### src/rtl/uart_rx_8n1.sv
// uart_rx_8n1: 8N1 UART receiver, LSB first, oversampled by a cycle counter.
// Rejects start-bit glitches shorter than half a bit and flags framing errors.
//
// Ports:
//   clk_50M      in   system clock, rising edge
//   rst_n        in   asynchronous active-low reset
//   rx           in   serial line (asynchronous, idles high)
//   rx_msg       out  last correctly framed byte, held until the next good byte
//   rx_complete  out  one-cycle pulse when rx_msg is updated
//   rx_frame_err out  one-cycle pulse when the stop bit samples low
//   rx_busy      out  high during START, DATA and STOP
module uart_rx_8n1 #(
    parameter int unsigned CLKS_PER_BIT = 434,
    parameter int unsigned HALF_BIT     = CLKS_PER_BIT / 2
) (
    input  logic       clk_50M,
    input  logic       rst_n,
    input  logic       rx,
    output logic [7:0] rx_msg,
    output logic       rx_complete,
    output logic       rx_frame_err,
    output logic       rx_busy
);

    localparam int unsigned CntW = $clog2(CLKS_PER_BIT);
    localparam logic [CntW-1:0] BitLast  = CntW'(CLKS_PER_BIT - 1);
    localparam logic [CntW-1:0] HalfLast = CntW'(HALF_BIT - 1);

    typedef enum logic [2:0] {StIdle, StStart, StData, StStop, StBreak} state_e;

    state_e          state_q, state_d;
    logic [CntW-1:0] cnt_q, cnt_d;
    logic [2:0]      bit_idx_q, bit_idx_d;
    logic [7:0]      sh_q, sh_d;
    logic [7:0]      msg_q, msg_d;
    logic            complete_q, complete_d;
    logic            err_q, err_d;
    logic            rx_meta_q, rx_s_q;

    // Two-flop synchroniser; resets to the idle (high) line level.
    always_ff @(posedge clk_50M or negedge rst_n) begin
        if (!rst_n) begin
            rx_meta_q <= 1'b1;
            rx_s_q    <= 1'b1;
        end else begin
            rx_meta_q <= rx;
            rx_s_q    <= rx_meta_q;
        end
    end

    always_ff @(posedge clk_50M or negedge rst_n) begin
        if (!rst_n) begin
            state_q    <= StIdle;
            cnt_q      <= '0;
            bit_idx_q  <= '0;
            sh_q       <= '0;
            msg_q      <= '0;
            complete_q <= 1'b0;
            err_q      <= 1'b0;
        end else begin
            state_q    <= state_d;
            cnt_q      <= cnt_d;
            bit_idx_q  <= bit_idx_d;
            sh_q       <= sh_d;
            msg_q      <= msg_d;
            complete_q <= complete_d;
            err_q      <= err_d;
        end
    end

    always_comb begin
        state_d    = state_q;
        cnt_d      = cnt_q;
        bit_idx_d  = bit_idx_q;
        sh_d       = sh_q;
        msg_d      = msg_q;
        complete_d = 1'b0;
        err_d      = 1'b0;
        unique case (state_q)
            StIdle: begin
                cnt_d = '0;
                if (!rx_s_q) state_d = StStart;
            end
            StStart: begin
                if (cnt_q == HalfLast) begin
                    cnt_d = '0;
                    if (!rx_s_q) begin
                        state_d   = StData;
                        bit_idx_d = '0;
                    end else begin
                        // Line went back high before mid-start-bit: glitch.
                        state_d = StIdle;
                    end
                end else begin
                    cnt_d = cnt_q + CntW'(1);
                end
            end
            StData: begin
                if (cnt_q == BitLast) begin
                    cnt_d            = '0;
                    sh_d[bit_idx_q]  = rx_s_q;
                    if (bit_idx_q == 3'd7) state_d = StStop;
                    else bit_idx_d = bit_idx_q + 3'd1;
                end else begin
                    cnt_d = cnt_q + CntW'(1);
                end
            end
            StStop: begin
                if (cnt_q == BitLast) begin
                    cnt_d = '0;
                    // Leaving at mid-stop-bit gives half a bit of slack for
                    // back-to-back frames.
                    if (rx_s_q) begin
                        msg_d      = sh_q;
                        complete_d = 1'b1;
                        state_d    = StIdle;
                    end else begin
                        err_d   = 1'b1;
                        state_d = StBreak;
                    end
                end else begin
                    cnt_d = cnt_q + CntW'(1);
                end
            end
            StBreak: begin
                // Held-low line: wait for idle before looking for a new start.
                cnt_d = '0;
                if (rx_s_q) state_d = StIdle;
            end
            default: state_d = StIdle;
        endcase
    end

    assign rx_msg       = msg_q;
    assign rx_complete  = complete_q;
    assign rx_frame_err = err_q;
    assign rx_busy      = (state_q == StStart) || (state_q == StData) || (state_q == StStop);

endmodule

### config.mk
export PLATFORM = sky130hd
export DESIGN_NAME = uart_rx_8n1
export DESIGN_NICKNAME = d
export VERILOG_FILES = /design/src/rtl/uart_rx_8n1.sv
export SDC_FILE = /design/constraint.sdc
export NUM_CORES = 1
export LEC_CHECK = 0
export CORE_ASPECT_RATIO = 1.1
export CORE_UTILIZATION = 51
export DETAILED_ROUTE_END_ITERATION = 10
export PLACE_DENSITY = 0.81
export RECOVER_POWER = 50
export SLEW_MARGIN = 20
export SYNTH_ARGS = -nofsm -noshare
export SYNTH_HDL_FRONTEND = slang
export SYNTH_SLANG_ARGS = --single-unit
### constraint.sdc
create_clock -name clk_50M -period 1.8 [get_ports clk_50M]
set_input_delay 0.27 -clock clk_50M [delete_from_list [all_inputs] [get_ports clk_50M]]
set_output_delay 0.27 -clock clk_50M [all_outputs]
set_load 0.05 [all_outputs]
## After elaboration in Yosys (flattened, before gate mapping)

Cells that the tools add are included.
W data, S select, Z words.

| storage, ports and cells | value |
|---|---|
| flip-flop bits (word level) | 35 |
| bits in latches | 0 |
| bits in writable memories | 0 |
| bits in read-only memories | 0 |
| output and inout bits | 11 |
| word-level logic and storage cells | 66 |
| memories kept | 0 |

| cells by class | value |
|---|---|
| add/sub/neg operators | 2 |
| $mul | 0 |
| divide/modulo/power cells | 0 |
| magnitude comparators | 2 |
| equality and inequality tests | 15 |
| shifts and indexed selects | 0 |
| multiplexer cells | 26 |
| bitwise gates (word level) | 0 |
| reduce and logical (&&, ||, !) cells | 12 |

Operators by type and width:

| cell | number |
|---|---|
| $mux W3 | 11 |
| $pmux W9 S3 | 1 |
| $mux W9 | 2 |
| $ne A2 B2 Y1 const B | 8 |
| $pmux W3 S5 | 1 |
| $add A9 B1 Y9 const B | 1 |
| $eq A9 B8 Y1 const B | 1 |
| $eq A9 B9 Y1 const B | 1 |
| $bwmux W8 | 1 |
| $mux W1 | 7 |
| $eq A3 B2 Y1 const B | 2 |
| $eq A3 B3 Y1 const B | 2 |
| $pmux W3 S2 | 1 |
| $reduce_and A6 Y1 | 1 |
| $reduce_and A5 Y1 | 1 |
| $lt A3 B4 Y1 const B | 1 |
| $reduce_or A2 Y1 | 2 |
| $add A3 B1 Y3 const B | 1 |
| $demux W1 S3 | 1 |
| $eq A3 B1 Y1 const B | 1 |
| $ge A3 B1 Y1 const B | 1 |
| $logic_not A3 Y1 | 1 |
| $reduce_and A3 Y1 | 1 |
| $reduce_bool A3 Y1 | 1 |
| 5 further kinds | 6 |

## Longest topological paths before layout

| logic depth | value |
|---|---|
| depth after elaboration | 5 |
| gate-level depth with buffers | 7 |

## Least setup slack after synthesis

Ideal clock, no wire load.

| timing | value |
|---|---|
| kind | register to register |
| start | register cnt_q[1] |
| end | register msg_q[0], in the netlist rx_msg[0] |
| setup time | 125 ps |
| arrival | 1611 ps |
| data required time | 1675 ps |
| path slack | 64 ps |
| cell stages (with the launch flop) | 8 |
| clock period less this slack | 1736 ps |
| path through | dfrtp_1 > inv_1 > ha_1 > and4bb_4 > and2_1 > and4_1 > buf_6 > mux2_4 |

| between the ends | value |
|---|---|
| cells in the longest elaborated chain, start to end | 2 |

Ends and longest elaborated chain:

| what | RTL line | text |
|---|---|---|
| start, declared | 32 | `logic [CntW-1:0] cnt_q, cnt_d;` |
| start signal, assigned | 62 | `cnt_q <= cnt_d;` |
| $eq A9 B9 Y1 | 109 | `if (cnt_q == BitLast) begin` |
| $reduce_and A3 Y1 (no line) | - |  |
| end signal, assigned | 65 | `msg_q <= msg_d;` |
| end, declared | 35 | `logic [7:0] msg_q, msg_d;` |

Every way passes these cells.
A chain may end at the register's enable or synchronous reset.

## Final worst setup path

| timing | value |
|---|---|
| start | register cnt_q[1] |
| end | register sh_q[3] |

| between the ends | value |
|---|---|
| cells in the longest elaborated chain, start to end | 2 |

Ends and longest elaborated chain:

| what | RTL line | text |
|---|---|---|
| $eq A9 B9 Y1 | 99 | `if (cnt_q == BitLast) begin` |
| $reduce_and A2 Y1 (no line) | - |  |
| end signal, assigned | 56 | `sh_q <= '0;` |
| end signal, assigned | 64 | `sh_q <= sh_d;` |
| end, declared | 34 | `logic [7:0] sh_q, sh_d;` |

Every way passes these cells.

==> impl_metrics.py <==
metrics = {
    "power": {
        "swShare_pct": 21.3,
        "combinational_share_of_power_pct": 1.9,
        "total_power_mw": 1.38,
        "leakagePower_nw": 1.12,
        "cell_internal_pwr_mw": 1.09,
        "share_seq_of_total_power_pct": 57.3,
        "power-per-cell-area_nw_per_um2": 597,
        "clock_network_fraction_of_design_power_pct": 40.8,
        "worst_case_vdd_ir_drop_mv": 0.358,
        "p_sw_mw": 0.294,
    },
    "run": {
        "drv_cap": 0,
    },
    "cts": {
        "clk_latency_ps": 350,
        "clk_root_buffer_cell": "sky130_fd_sc_hd__clkbuf_4",
        "cts_inserted_buffers": 5,
        "cts.clk_slew.worst_paths_ps": 120,
        "cts.sinks": 35,
        "clock_path_buffers": 2,
        "cts.hold.buffers_added": 0,
        "tritoncts": "built",
        "clock_tree.htree_level_count": 2,
    },
    "place": {
        "place.gp.congestion": 0.881,
        "dpl_cell_area_um2": 2120,
        "port_buffers": 13,
        "detailed_place_hpwl_um": 2620,
        "pre_cts_ws_ps": -48.2,
        "dp_cells": 226,
    },
    "outcome": {
        "status": "complete, but fails checks",
        "failed_checks": "setup timing",
    },
    "route": {
        "post_drt_via_cell_ratio": 5.45,
        "ant_nets": 0,
        "post-route-drc-count": 0,
        "drtIter0Drc": 78,
        "wl_um": 3740,
        "routed-via-count": 1303,
        "drt-pass1-iter-count": 4,
        "wl_per_cell_um": 15.7,
    },
    "timing": {
        "grt_setup_unrepaired": "true",
        "report.final.hold_viol_count": 0,
        "max_slew.worst_pin.slew_ps": 838,
        "whs_ps": 364,
        "fin_ws_ps": -90.2,
        "timing.final.crit_share_pct": 105,
        "timing_max_transition_violations_final": 0,
        "report.final.setup_viol": 10,
        "finalClockSkew_ps": 13.7,
        "max_fclk_ghz": 0.529,
        "min_period_ps": 1890,
        "totalNegativeSetupSlack_ps": -165,
        "max-slew-margin-rel_pct": 44.1,
    },
    "cells_and_area": {
        "fillCellCount": 249,
        "fraction_of_layout_cells_with_a_size_suffix_above_1_pct": 36.6,
        "fin_nets": 198,
        "syn_to_final_growth_pct": 28.1,
        "finalCoreUtilization_pct": 69.0,
        "n_antenna_cell": 0,
        "final-instance-count-excl-fill": 239,
        "layout.cell_area.non_filler_um2": 2320,
    },
    "critical_path": {
        "crit_start": "cnt_q[1]",
        "r2r.worst_path.cells": 6,
        "worstPathRequired_ps": 2050,
        "reg2reg_slack_ps": -90,
        "worst_ep_arrival_time_ps": 2140,
        "worst_r2r_startpoint": "cnt_q[1]",
        "critical_path.endpoint_type": "register",
        "timing.rr.end": "sh_q[3]",
        "crit_path_start_kind": "register",
        "critical_path_class": "register to register",
        "crit_fanout": 5,
    },
    "global_routing": {
        "grt_pass1_vias": 1369,
        "antenna_found_initial": 0,
        "grt.total_usage_pct": 21.8,
        "grt-ovfl-total": 0,
        "largest_net_degree_at_the_start_of_global_routing": 36,
        "grt_first_pass_wirelength_um": 6200,
    },
    "floorplanning": {
        "floorplan.initialDensity_pct": 53.9,
        "design.portCount": 14,
        "floorplan.die_area_um2": 3790,
        "core_box_area_um2": 3360,
        "dieWidth_um": 58.8,
        "floorplan.die.height_um": 64.5,
        "rows": 22,
    },
    "hold_path": {
        "hold_end": "rx_s_q",
        "min_path_type": "register to register",
        "timing.hold.worst_path_depth": 0,
        "hold_path.startpoint": "rx_meta_q",
    },
    "synth": {
        "yosysWarningCount": 0,
        "post_synth_num_cell_types": 43,
        "post_synth.cell_area_avg_um2": 11.8,
        "synth_seq_area_share_pct": 48.5,
        "synthesis.instances": 153,
        "postSynthNetCount": 161,
        "synth_seq_cells": 35,
        "mappedNetlistArea_um2": 1810,
    },
}
## cells in the mapped netlist (all sizes together)
library cell | count | share of area (%)
ha | 5 | 3.5
mux2 | 18 | 13
o211ai | 2 | 0.83
xor2 | 1 | 0.48
o21ai | 5 | 1.4
o21a | 1 | 0.42
o22a | 1 | 0.48
clkbuf | 1 | 0.21
a221o | 1 | 0.55
o211a | 1 | 0.55
buf | 5 | 2.1
nand4 | 3 | 1.0
a21oi | 7 | 1.9
o2111ai | 1 | 0.48
or3b | 2 | 0.97
dfstp | 2 | 2.9
and2b | 1 | 0.42
nand3 | 7 | 1.9
xnor2 | 5 | 2.4
nor3b | 1 | 1.0
and4b | 2 | 1.3
a2111o | 1 | 0.62
nor3 | 10 | 3.0
mux2i | 4 | 2.2
a21boi | 1 | 0.42
and2 | 1 | 0.35
nor2 | 6 | 1.2
o22ai | 1 | 0.35
nand2 | 11 | 2.4
a221oi | 1 | 1.5
and4 | 2 | 0.97
inv | 7 | 1.5
dfrtp | 33 | 46
o311ai | 1 | 0.48
and4bb | 2 | 1.6
## what timing repair did
| item | in CTS | in global routing |
|---|---|---|
| gates resized for setup | 8 | 20 |
| gates cloned | 0 | 1 |
| buffers inserted | 1 | 3 |
| setup endpoints to repair | 17 | 29 |
| pin swaps | 1 | 6 |
## flip-flops by register name, indices dropped and copies added (netlist names)
| signal | cells |
|---|---|
| bit_idx_q | 3 |
| cnt_q | 9 |
| rx_complete | 1 |
| rx_frame_err | 1 |
| rx_meta_q | 1 |
| rx_msg | 8 |
| rx_s_q | 1 |
| sh_q | 8 |
| state_q | 3 |
## layer usage
layer	GRT usage [%]	share of wire [%]	wire, um	vias up
li1	-	-	-	629
met1	26.0	44	1650	641
met2	36.1	51	1910	25
met3	5.59	3.1	116	8
met4	10.1	2.0	75	0
met5	0	0	0	-
## area by class of cell
class	count	area, um^2	area share, %
flip-flops and latches	35	881	38.0
inverters	7	26.3	1.13
clock inverters	3	43.8	1.89
clock buffers	5	37.5	1.62
multi-input cells	105	921	39.7
well taps	48	60.1	2.59
repair buffers	36	349	15.1
## placed cells by master (no fill, tap or decap), types with 3 or more instances in the layout
| cell | instances |
|---|---|
| sky130_fd_sc_hd__dfrtp_1 | 31 |
| sky130_fd_sc_hd__ha_1 | 4 |
| sky130_fd_sc_hd__dlymetal6s2s_1 | 4 |
| sky130_fd_sc_hd__mux2_2 | 4 |
| sky130_fd_sc_hd__nand2_1 | 9 |
| sky130_fd_sc_hd__nor3_1 | 5 |
| sky130_fd_sc_hd__clkbuf_4 | 5 |
| sky130_fd_sc_hd__buf_4 | 19 |
| sky130_fd_sc_hd__nand3_1 | 7 |
| sky130_fd_sc_hd__mux2_4 | 12 |
| sky130_fd_sc_hd__nor3_2 | 5 |
| sky130_fd_sc_hd__mux2i_1 | 4 |
| sky130_fd_sc_hd__inv_1 | 5 |
| sky130_fd_sc_hd__o21ai_0 | 3 |
| sky130_fd_sc_hd__a21oi_1 | 7 |
| sky130_fd_sc_hd__xnor2_1 | 5 |
| sky130_fd_sc_hd__nand4_1 | 3 |
| sky130_fd_sc_hd__nor2_1 | 5 |
| sky130_fd_sc_hd__dlygate4sd2_1 | 4 |
## power groups by stage
stage	combinational (mW)	sequential, mW	clock (mW)
floorplan	0.00534	0.807	0
global placement	0.0285	0.807	0
detailed placement	0.0291	0.807	0
CTS	0.0291	0.792	0.579
global route	0.0315	0.793	0.611
finish	0.0264	0.792	0.565
## worst max path at each step
| stage | to | cells past startpoint |
|---|---|---|
| CTS | rx_msg[6] | 7 |
| detailed placement | sh_q[3] | 4 |
| floorplan | rx_msg[0] | 7 |
| global placement | sh_q[7] | 4 |
| global route | sh_q[3] | 6 |
| finish | sh_q[3] | 6 |
## worst max-delay path: stages (launching register included)
cell and delay [ps]:
sky130_fd_sc_hd__dfrtp_1 400, sky130_fd_sc_hd__inv_2 90, sky130_fd_sc_hd__ha_4 120, sky130_fd_sc_hd__and4bb_4 260, sky130_fd_sc_hd__nand4_1 270, sky130_fd_sc_hd__nor3_2 320
sky130_fd_sc_hd__mux2_4 330
## kinds of logic after synthesis
kind of cell	Yosys count	share of synthesized area, %
buffers and inverters	13	3.73
adders and majority gates	5	3.46
muxes	22	15.1
xor gates and xnor gates	6	2.90
AOI/OAI and AO/OA	24	9.96
and+or+nand+nor	48	16.3
DFF	35	48.5
No activity file was read; power rests on OpenSTA's default activity.
